==> src/rtl/sequenciador_separador.sv <==
// sequenciador_separador
//   Sequences the 32-to-16-bit word separator in the accumulator path.
//   A pair of 32-bit words is accepted through a valid/ready handshake and
//   latched. The separator selectors are then stepped so the four 16-bit
//   halves (word0 high, word0 low, word1 high, word1 low) stream downstream
//   under backpressure. Pairs are counted, and the last half of every group
//   of N_PARES pairs is tagged, followed by a one-cycle `fim` pulse.
//
// Ports
//   clock, reset                      clock, synchronous active-high reset
//   entrada_valida / entrada_pronta   upstream pair handshake
//   entrada_0, entrada_1              incoming pair (sampled on acceptance)
//   sep_entrada_0, sep_entrada_1      latched pair, to the separator
//   seletor_entrada, seletor_palavra  separator word / half selects
//   sep_saida_16                      separator combinational result
//   saida_valida / saida_pronta       downstream half-word handshake
//   saida_16                          half-word out (sep_saida_16 passthrough)
//   saida_ultima                      last half of the last pair of a group
//   fim                               one-cycle group-complete pulse
//   ocupado                           high while a pair is being emitted
module sequenciador_separador #(
  parameter int N_PARES      = 4,
  parameter int LARGURA_CONT = 8
) (
  input  logic        clock,
  input  logic        reset,
  input  logic        entrada_valida,
  output logic        entrada_pronta,
  input  logic [31:0] entrada_0,
  input  logic [31:0] entrada_1,
  output logic [31:0] sep_entrada_0,
  output logic [31:0] sep_entrada_1,
  output logic        seletor_entrada,
  output logic        seletor_palavra,
  input  logic [15:0] sep_saida_16,
  output logic        saida_valida,
  input  logic        saida_pronta,
  output logic [15:0] saida_16,
  output logic        saida_ultima,
  output logic        fim,
  output logic        ocupado
);

  typedef enum logic [0:0] {
    OCIOSO = 1'b0,
    EMITE  = 1'b1
  } estado_t;

  localparam logic [LARGURA_CONT-1:0] C_ULTIMO = LARGURA_CONT'(N_PARES - 1);

  estado_t                 r_estado;
  logic [1:0]              r_indice;
  logic [LARGURA_CONT-1:0] r_contador;
  logic [31:0]             r_sep_0;
  logic [31:0]             r_sep_1;
  logic                    r_sel_ent;
  logic                    r_sel_pal;
  logic                    r_fim;

  logic [1:0]              w_indice_prox;
  logic                    w_sel_ent_prox;
  logic                    w_sel_pal_prox;
  logic                    w_transfere;
  logic                    w_ultimo_par;

  // Selector pair for the next half; the (1,1)/(1,0) order for word 1 is
  // the separator's own encoding, not a simple binary count.
  always_comb begin
    w_indice_prox  = r_indice + 2'd1;
    w_sel_ent_prox = 1'b0;
    w_sel_pal_prox = 1'b0;
    unique case (w_indice_prox)
      2'd0: begin w_sel_ent_prox = 1'b0; w_sel_pal_prox = 1'b0; end
      2'd1: begin w_sel_ent_prox = 1'b0; w_sel_pal_prox = 1'b1; end
      2'd2: begin w_sel_ent_prox = 1'b1; w_sel_pal_prox = 1'b1; end
      2'd3: begin w_sel_ent_prox = 1'b1; w_sel_pal_prox = 1'b0; end
    endcase
  end

  assign w_transfere  = (r_estado == EMITE) && saida_pronta;
  assign w_ultimo_par = (r_contador == C_ULTIMO);

  always_ff @(posedge clock) begin
    if (reset) begin
      r_estado   <= OCIOSO;
      r_indice   <= '0;
      r_contador <= '0;
      r_sep_0    <= '0;
      r_sep_1    <= '0;
      r_sel_ent  <= 1'b0;
      r_sel_pal  <= 1'b0;
      r_fim      <= 1'b0;
    end else begin
      r_fim <= 1'b0;
      unique case (r_estado)
        OCIOSO: begin
          if (entrada_valida) begin
            r_sep_0   <= entrada_0;
            r_sep_1   <= entrada_1;
            r_indice  <= '0;
            r_sel_ent <= 1'b0;
            r_sel_pal <= 1'b0;
            r_estado  <= EMITE;
          end
        end
        EMITE: begin
          if (w_transfere) begin
            if (r_indice == 2'd3) begin
              r_estado <= OCIOSO;
              if (w_ultimo_par) begin
                r_contador <= '0;
                r_fim      <= 1'b1;
              end else begin
                r_contador <= r_contador + LARGURA_CONT'(1);
              end
            end else begin
              r_indice  <= w_indice_prox;
              r_sel_ent <= w_sel_ent_prox;
              r_sel_pal <= w_sel_pal_prox;
            end
          end
        end
      endcase
    end
  end

  // Ready is held low while reset is asserted and rises in the first cycle
  // after release, since the state register is already OCIOSO by then.
  assign entrada_pronta  = (r_estado == OCIOSO) && !reset;
  assign sep_entrada_0   = r_sep_0;
  assign sep_entrada_1   = r_sep_1;
  assign seletor_entrada = r_sel_ent;
  assign seletor_palavra = r_sel_pal;
  assign saida_valida    = (r_estado == EMITE);
  assign saida_16        = sep_saida_16;
  assign saida_ultima    = (r_estado == EMITE) && (r_indice == 2'd3) && w_ultimo_par;
  assign fim             = r_fim;
  assign ocupado         = (r_estado != OCIOSO);

endmodule
==> config.mk <==
export PLATFORM = sky130hd
export DESIGN_NAME = sequenciador_separador
export DESIGN_NICKNAME = d
export VERILOG_FILES = /design/src/rtl/sequenciador_separador.sv
export SDC_FILE = /design/constraint.sdc
export NUM_CORES = 1
export LEC_CHECK = 0
export CAP_MARGIN = 5
export CORE_MARGIN = 5
export CORE_UTILIZATION = 30
export CTS_CLUSTER_DIAMETER = 120
export DETAILED_ROUTE_END_ITERATION = 16
export DONT_BUFFER_PORTS = 1
export SLEW_MARGIN = 20
export SYNTH_ARGS = -nofsm -noshare
export SYNTH_HDL_FRONTEND = slang
export SYNTH_SLANG_ARGS = --single-unit
==> constraint.sdc <==
create_clock -name clock -period 2.8 [get_ports clock]
set_input_delay 0.14 -clock clock [delete_from_list [all_inputs] [get_ports clock]]
set_output_delay 0.14 -clock clock [all_outputs]
set_load 0.02 [all_outputs]
==> qor.yml, run 1 <==
grt_overflow: 0
hold_class: "input pin to register"
ios: 171
register_area_um2: 1540
clock_latency_ps: 330
antenna_found_initial: 0
arrival_ps: 1790
cts_tree: "yes"
fin_tns_setup_ps: 0
firstDrtPassIters: 4
clock_sinks: 77
cts_buffers: 9
rows: 36
avgSynthCellArea_um2: 8.10
p_switching_w: 0.000627
clk_pin_slew_ps: 80
period_share: 0.690
drt_wl_total_um: 8010
h-tree-depth: 3
vdd_ir_drop_max_uv: 292
synth.ff_latch_count: 77
cp.required_ps: 2660
seq_power_share: 0.506
crit_type: "register to output pin"
combPwrFrac: 0.092
yosys_warnings: 0
drive_gt1_frac: 0.0758
synth_fp_nets: 451
dieArea_um2: 11900
start_util: 0.305
synth_ff_type: "dfxtp_1"
port_buffers: 0
syn2layout_area_growth_pct: 29.9
syn_inst: 365
p_clk_frac: 0.402
worst_pin_slew_ps: 499
synthTopCellsByArea: "dfxtp_1 (52%), nand2_1 (17%), a21oi_1 (12%)"
internal-power_w: 0.00185
switching_share: 0.253
fp.dieW_um: 109
clock_skew_ps: 9.98
worst-path-max-fanout: 5
nets: 491
fmax_mhz: 517
track_usage: 0.129
rsz0062_at_grt: "false"
die_y_um: 109
synth-edff-count: 0
end_kind: "output pin"
multi_input_area_um2: 1170
viasPerCell: 4.70
slew_headroom: 0.663
coreArea_um2: 9680
period_needed_ps: 1930
synth_area_leader_cell: "dfxtp_1"
cts-root-buf: "clkbuf_8"
ys_seq_area_frac: 0.522
fillCellCount: 944
drt-initial-drc-count: 118
synth_commonest_cells: "nand2_1 (132), dfxtp_1 (77), a21oi_1 (71)"
synth.most_common_cell: "nand2_1"
startpoint_type: "register"
utilization: 0.396
grt_pass1_wl_um: 12000
antenna_left: 0
grt_max_degree: 70
synthDistinctLibCells: 31
p_leak_nw: 1.40
cap_violations: 0
wl_per_cell_um: 14.8
async_flop_share: 0
p_per_area_nw_per_um2: 645
hold_violations: 0
hpwl_um: 5030
clock_path_buffers: 2
num_vias: 2545
synthesis.area_um2: 2960
outcome: "complete, no violations"
finalMaxSlewViolations: 0
num_antenna_cells: 0
grt_pass1_vias: 2530
setup_viol: 0
synth_top_area_share: 0.522
post-route-drc-count: 0
place.gp.congestion: 0.705
per-layer routing:
layer | up-vias | wire length (um) | track usage
li1 | 1253 | - | -
met1 | 1174 | 3070 | 0.131
met2 | 104 | 4040 | 0.236
met3 | 14 | 792 | 0.0509
met4 | 0 | 116 | 0.0534
met5 | - | 0 | 0
critical path, stage by stage, from the launching register on:
cell and delay, ps:
dfxtp_1 410, ha_1 210, nor4b_1 440, and4_2 390
through the flow:
stage	worst slack, ps	cell area [um^2]	power (W)	cells	hold slack [ps]
4_1_cts	811	3840	0.00252	542	35.0
5_1_grt	661	3840	0.00260	542	67.2
6_report	867	3840	0.00248	542	62.3
3_3_place_gp	1070	2930	0.00141	461	215
2_1_floorplan	1230	2960	0.00142	365	276
3_5_place_dp	1000	2930	0.00142	461	217
cell usage in the layout (no fill, tap or decap):
cell	n
nand2_1	132
nand2b_2	1
buf_4	3
nor2b_4	1
a21oi_1	71
o31ai_1	2
or4_1	1
dfxtp_1	77
a31o_2	1
dlygate4sd3_1	65
bufinv_16	3
mux2i_1	1
buf_16	1
and3b_2	1
nand3b_1	1
nand4_4	1
ha_1	2
o21ai_0	3
clkinv_2	1
nor2_1	6
nor3_1	2
inv_6	1
or3_2	2
or3_1	1
buf_12	1
xor2_1	1
nand3_1	6
and3_2	1
and4_2	1
clkinvlp_4	1
xnor2_1	2
nor4b_1	1
nand4_1	3
nand2b_1	1
clkbuf_8	9
a21oi_2	1
or4_4	1
timing repair:
| item | 4_1_cts | 5_1_grt |
|---|---|---|
| setup buffers | 0 | 0 |
| endpoints found under the hold margin | 69 | 0 |
| hold buffers | 66 | 0 |
| gates resized for setup | 0 | 0 |
power by group through the flow:
stage / logic, W / registers [W] / clock network, W
after CTS: 0.000227 / 0.00125 / 0.00104
final: 0.000227 / 0.00125 / 0.000996
after global routing: 0.000255 / 0.00126 / 0.00108
after detailed placement: 0.000136 / 0.00128 / 0
after floorplan: 0.000158 / 0.00127 / 0
after global placement: 0.000128 / 0.00128 / 0
flip-flops by register name (all words and copies together) (netlist names):
name             cells
sep_entrada_0       32
sep_entrada_1       32
r_contador           8
r_indice             2
fim                  1
ocupado              1
seletor_palavra      1
cells by family (layout without fill, tap and decap cells):
| group | after synthesis | after routing | share of synthesized area |
|---|---|---|---|
| multiplexers | 1 | 1 | 0.00339 |
| XOR/XNOR | 3 | 3 | 0.00889 |
| adder cells (fa/ha/maj) | 2 | 2 | 0.00847 |
| buffers and inverters | 41 | 85 | 0.0843 |
| AO/OA/AOI/OAI | 78 | 78 | 0.136 |
| flip-flops | 77 | 77 | 0.522 |
| AND/OR/NAND/NOR | 163 | 163 | 0.237 |
worst paths after layout:
kind	startpoint	end	slack, ps	depth (start not counted)
worst max-delay path	r_contador[0]	saida_ultima	870	3
worst min register to register	r_contador[5]	r_contador[5]	510	2
worst min-delay path	saida_pronta	r_contador[2]	60	3
worst max register to register	ocupado	sep_entrada_0[3]	900	5
cell type report:
type	instances	share of cell area
clock buffers	9	0.0323
clock inverters	6	0.0290
multi-input cells	247	0.306
flip-flops and latches	77	0.402
well taps	133	0.0434
repair buffers	70	0.188
No activity file was read; power rests on OpenSTA's default activity.
==> run 2, diff against run 1 <==
- clock period: 2.8 -> 1.7 ns (I/O delays scaled with it)
==> run 2 against run 1 <==
Effect of this change:
- clock-buffer cell count is 2 higher
- non-clock buffer count increased by 6
- highest routed layer unchanged
- largest power group unchanged
- combinational power increased by 71%
- largest cell class unchanged
- sequential power up 66%
- sequential cell count unchanged
- cell count grew 1.1%
==> qor.yml, run 2 (same netlist as run 1, synthesis figures left out) <==
slew_headroom: 0.748  # +0.0853
slowest_delay_ps: 370  # -70 ps
rsz0062_at_grt: "false"
fmax_mhz: 642
cts-root-buf: "clkbuf_8"
r2r_cells: 4  # -1
period_needed_ps: 1560
firstDrtPassIters: 6  # +2
drive_gt1_frac: 0.0916  # +0.0158
hpwl_um: 4900  # -2.5%
drt-initial-drc-count: 132  # +12%
arrival_ps: 1470  # -320 ps
viasPerCell: 4.74  # +0.85%
ios: 171  # unchanged
crit_chain: "ha_1 > nor4b_4 > and4_4"
drt_wl_total_um: 8320  # +3.9%
cp.required_ps: 1620  # -1040 ps
fin_tns_setup_ps: 0  # unchanged
post-route-drc-count: 0  # unchanged
antenna_found_initial: 0  # unchanged
cp.depth: 3  # unchanged
p_leak_nw: 1.43  # +1.7%
crit_type: "register to output pin"
clk_pin_slew_ps: 70  # about the same
fp.dieW_um: 109  # unchanged
worst_pin_slew_ps: 376  # -122 ps
hold_violations: 0  # unchanged
fin_area_um2: 3900  # +1.6%
rows: 36  # unchanged
coreArea_um2: 9680  # unchanged
dieArea_um2: 11900  # unchanged
start_util: 0.305  # unchanged
layout_commonest_cell: "nand2_1"
p_per_area_nw_per_um2: 1020  # +57%
cts_tree: "yes"
nets: 497  # +1.2%
postPlaceCellArea_um2: 2960  # +1.2%
port_buffers: 0  # unchanged
grt_pass1_vias: 2578  # +1.9%
wl_per_cell_um: 15.2  # +2.7%
period_share: 0.916
layout_common_cells: "nand2_1 (132), dfxtp_1 (75), a21oi_1 (71), dlygate4sd3_1 (67), clkbuf_8 (10)"
startpoint_type: "register"
syn2layout_area_growth_pct: 32.0
num_antenna_cells: 0  # unchanged
track_usage: 0.137  # +0.00738
finalMaxSlewViolations: 0  # unchanged
utilization: 0.403  # +0.00646
grt_max_degree: 70  # unchanged
worst-path-max-fanout: 5  # unchanged
hold_class: "input pin to register"
end_kind: "output pin"
preCtsSetupSlack_ps: 109  # -894 ps
p_total_w: 0.00396  # +60%
critical_path.top_delay_family: "simple AND/OR/NAND/NOR gates"
outcome: "complete, no violations"
grt_pass1_wl_um: 12600  # +5.1%
clock_latency_ps: 340  # about the same
clock_skew_ps: 7.20  # -2.78 ps
min_path_cells: 3  # unchanged
cap_violations: 0  # unchanged
crit_slowest_cell: "dfxtp_2"
setup_viol: 0  # unchanged
worst-path-buf-inv: 0  # unchanged
die_y_um: 109  # unchanged
antenna_left: 0  # unchanged
grt_overflow: 0  # unchanged
clock_path_buffers: 2  # unchanged
clock_sinks: 77  # unchanged
num_vias: 2595  # +2.0%
place.gp.congestion: 0.722  # +2.4%
setup_slack_ps: 142  # -725 ps
h-tree-depth: 3  # unchanged
cts_buffers: 9  # unchanged
vdd_ir_drop_max_uv: 437  # +50%
==> run 2: changes by cell type in the layout (fill, tap and decap cells not counted), moves of 2 or more <==
cell           change
dfxtp_2            +2
dfxtp_1            -2
buf_4              +3
dlygate4sd3_1      +2
==> run 2: routing by layer <==
layer	share of wire	vias up	track usage
met5	0	-	0
met3	0.11	22	0.0622
met1	0.38	1186	0.148
met4	0.023	0	0.0632
met2	0.49	120	0.228
li1	-	1267	-
==> run 2: tightest hold or removal path, stage by stage <==
cell and delay (ps):
nand3b_1 100, nand3_1 100, a21oi_1 60
==> run 2: through the flow <==
stage / std cells / hold WS (ps)
final: 548 / 54.9
after global routing: 548 / 40.3
after CTS: 547 / 29.6
after detailed placement: 464 / 162
after global placement: 464 / 160
after floorplan: 365 / 221
==> run 2: final timing paths <==
| kind | from | end | slack, ps |
|---|---|---|---|
| min | saida_pronta | seletor_palavra | 50 |
| max reg2reg | r_indice[0] | r_contador[7] | 150 |
| min reg2reg | r_contador[7] | r_contador[7] | 500 |
| max | r_contador[0] | saida_ultima | 140 |
==> run 2: repair_timing <==
| item | in CTS | in global routing |
|---|---|---|
| setup buffers | 0 | 1 |
| resized for setup | 2 | 4 |
| setup endpoints to repair | 1 | 2 |
| pin swaps | 0 | 0 |
| endpoints found under the hold margin | 71 | 0 |
| hold buffers | 68 | 0 |
==> run 2: cell type report <==
cell class / count / area (um^2)
clock buffers: 11 / 141
clock inverters: 4 / 72.6
fillers: 931 / 5780
multi-input cells: 247 / 1190
flip-flops and latches: 77 / 1540
well taps: 133 / 166
repair buffers: 76 / 783
==> run 2: power by group <==
part	switching [W]	leakage, nW	internal (W)
combinational	0.000192	0.690	0.000196
clock	0.000648	0.105	0.000857
sequential	0.000173	0.632	0.00189
==> run 3, diff against run 2 <==
- GPL_TIMING_DRIVEN: not set -> 0
==> run 3 against run 2 <==
Effect of this change:
- sequential share of layout area shrank 1.3 points
- wire length rose by 7.9%
- largest power group unchanged
- global-route usage grew 0.52 points
- cell area grew 3.4%
==> qor.yml, run 3 (same netlist as run 1, synthesis figures left out) <==
num_vias: 2769  # +6.7%
cap_violations: 0  # unchanged
startpoint_type: "register"
period_needed_ps: 1590  # +31.8 ps
arrival_ps: 1870  # +400 ps
start_util: 0.305  # unchanged
track_usage: 0.142  # +0.00520
crit_chain: "ha_2 > nand4_4 > or4_4 > a21oi_2"
wl_per_cell_um: 15.5  # +2.1%
worst-path-max-fanout: 8  # +3
port_buffers: 0  # unchanged
clock_latency_ps: 340  # about the same
cts-root-buf: "clkbuf_8"
setup_viol: 0  # unchanged
cts_buffers: 9  # unchanged
antenna_left: 0  # unchanged
crit_slowest_cell: "or4_4"
postPlaceCellArea_um2: 3120  # +5.5%
antenna_found_initial: 0  # unchanged
slowest_delay_ps: 510  # +140 ps
cp.required_ps: 1980  # +360 ps
fin_area_um2: 4040  # +3.4%
place.gp.congestion: 0.763  # +5.6%
coreArea_um2: 9680  # unchanged
worst_pin_slew_ps: 557  # +181 ps
vdd_ir_drop_max_uv: 426  # -2.5%
viasPerCell: 4.78  # +0.99%
drive_gt1_frac: 0.139  # +0.0474
layout_commonest_cell: "nand2_1"
period_share: 0.935  # +0.0187
drt_wl_total_um: 8980  # +7.9%
cts_tree: "yes"
p_per_area_nw_per_um2: 1010  # -0.75%
outcome: "complete, no violations"
num_antenna_cells: 0  # unchanged
clock_skew_ps: 6.54  # -0.660 ps
post-route-drc-count: 0  # unchanged
finalMaxSlewViolations: 0  # unchanged
firstDrtPassIters: 4  # -2
clock_path_buffers: 2  # unchanged
grt_max_degree: 14  # -80%
h-tree-depth: 3  # unchanged
timing.hold.ws_ps: 53.8  # -1.15 ps
p_leak_nw: 1.51  # +5.6%
fmax_mhz: 629  # -2.0%
die_y_um: 109  # unchanged
clk_pin_slew_ps: 80  # about the same
hold_violations: 0  # unchanged
drt-initial-drc-count: 127  # -3.8%
slew_headroom: 0.628  # -0.120
syn2layout_area_growth_pct: 36.5
grt_overflow: 0  # unchanged
ios: 171  # unchanged
end_kind: "register"
fp.dieW_um: 109  # unchanged
nets: 527  # +6.0%
hpwl_um: 5850  # +19%
clock_sinks: 77  # unchanged
rows: 36  # unchanged
grt_pass1_vias: 2809  # +9.0%
hold_class: "input pin to register"
layout_common_cells: "nand2_1 (132), dfxtp_1 (73), a21oi_1 (71), dlygate4sd3_1 (66), buf_4 (18)"
rsz0062_at_grt: "false"
crit_type: "register to register"
grt_pass1_wl_um: 13100  # +3.8%
dieArea_um2: 11900  # unchanged
## run 3: cell types whose count changed in the layout (fill, tap and decap cells not counted), moves of 2 or more
cell / previous run / this run
buf_4: 6 / 18
clkbuf_1: 1 / 11
dfxtp_1: 75 / 73
buf_6: 0 / 2
buf_12: 2 / 0
dfxtp_2: 2 / 4
buf_2: 0 / 9
## run 3: per-stage QoR
stage	util	setup TNS [ps]	power, W	std cells	setup slack, ps
floorplan	-	0	0.00235	365	128
global placement	0.322	-759	0.00242	498	-101
detailed placement	0.322	-1090	0.00243	498	-135
CTS	0.415	0	0.00413	580	0.482
global route	0.417	0	0.00426	579	18.5
finish	0.417	0	0.00407	579	111
## run 3: repair_timing
item,4_1_cts,5_1_grt
endpoints found under the setup margin,36,42
hold buffers,66,0
setup buffers,0,0
endpoints found under the hold margin,67,0
gates resized for setup,5,6
## run 3: routing by layer
| metal | GRT usage | share of wire |
|---|---|---|
| met4 | 0.0632 | 0.021 |
| met5 | 0 | 0 |
| met2 | 0.254 | 0.50 |
| met1 | 0.143 | 0.38 |
| met3 | 0.0586 | 0.10 |
## run 3: area by class of cell
| class | count | area [um^2] |
|---|---|---|
| buffer | 40 | 248 |
| clock buffer | 11 | 141 |
| clock inverter | 5 | 83.8 |
| fill | 939 | 5650 |
| multi-input combinational | 247 | 1190 |
| sequential | 77 | 1550 |
| tap | 133 | 166 |
| timing repair buffer | 66 | 661 |
## run 3: worst max-delay path: cells and delay by family, from the launching register on
family                     cells  cell delay [ps]
DFF                            1              430
AOI/OAI and AO/OA              1              140
adders and majority gates      1              300
and+or+nand+nor                2              670
## run 3: path summary, 6_finish.rpt
check / startpoint / endpoint / slack (ps) / depth (start not counted)
worst max register to register: r_indice[1] / r_contador[7] / 110 / 4
worst max-delay path: r_indice[1] / r_contador[7] / 110 / 4
worst min register to register: r_contador[7] / r_contador[7] / 500 / 2
worst min-delay path: saida_pronta / r_indice[0] / 50 / 3
## run 3: power breakdown
group | leakage [nW] | switching [W] | internal [W]
logic | 0.769 | 0.000232 | 0.000216
clock network | 0.106 | 0.000679 | 0.000870
registers | 0.632 | 0.000176 | 0.00189
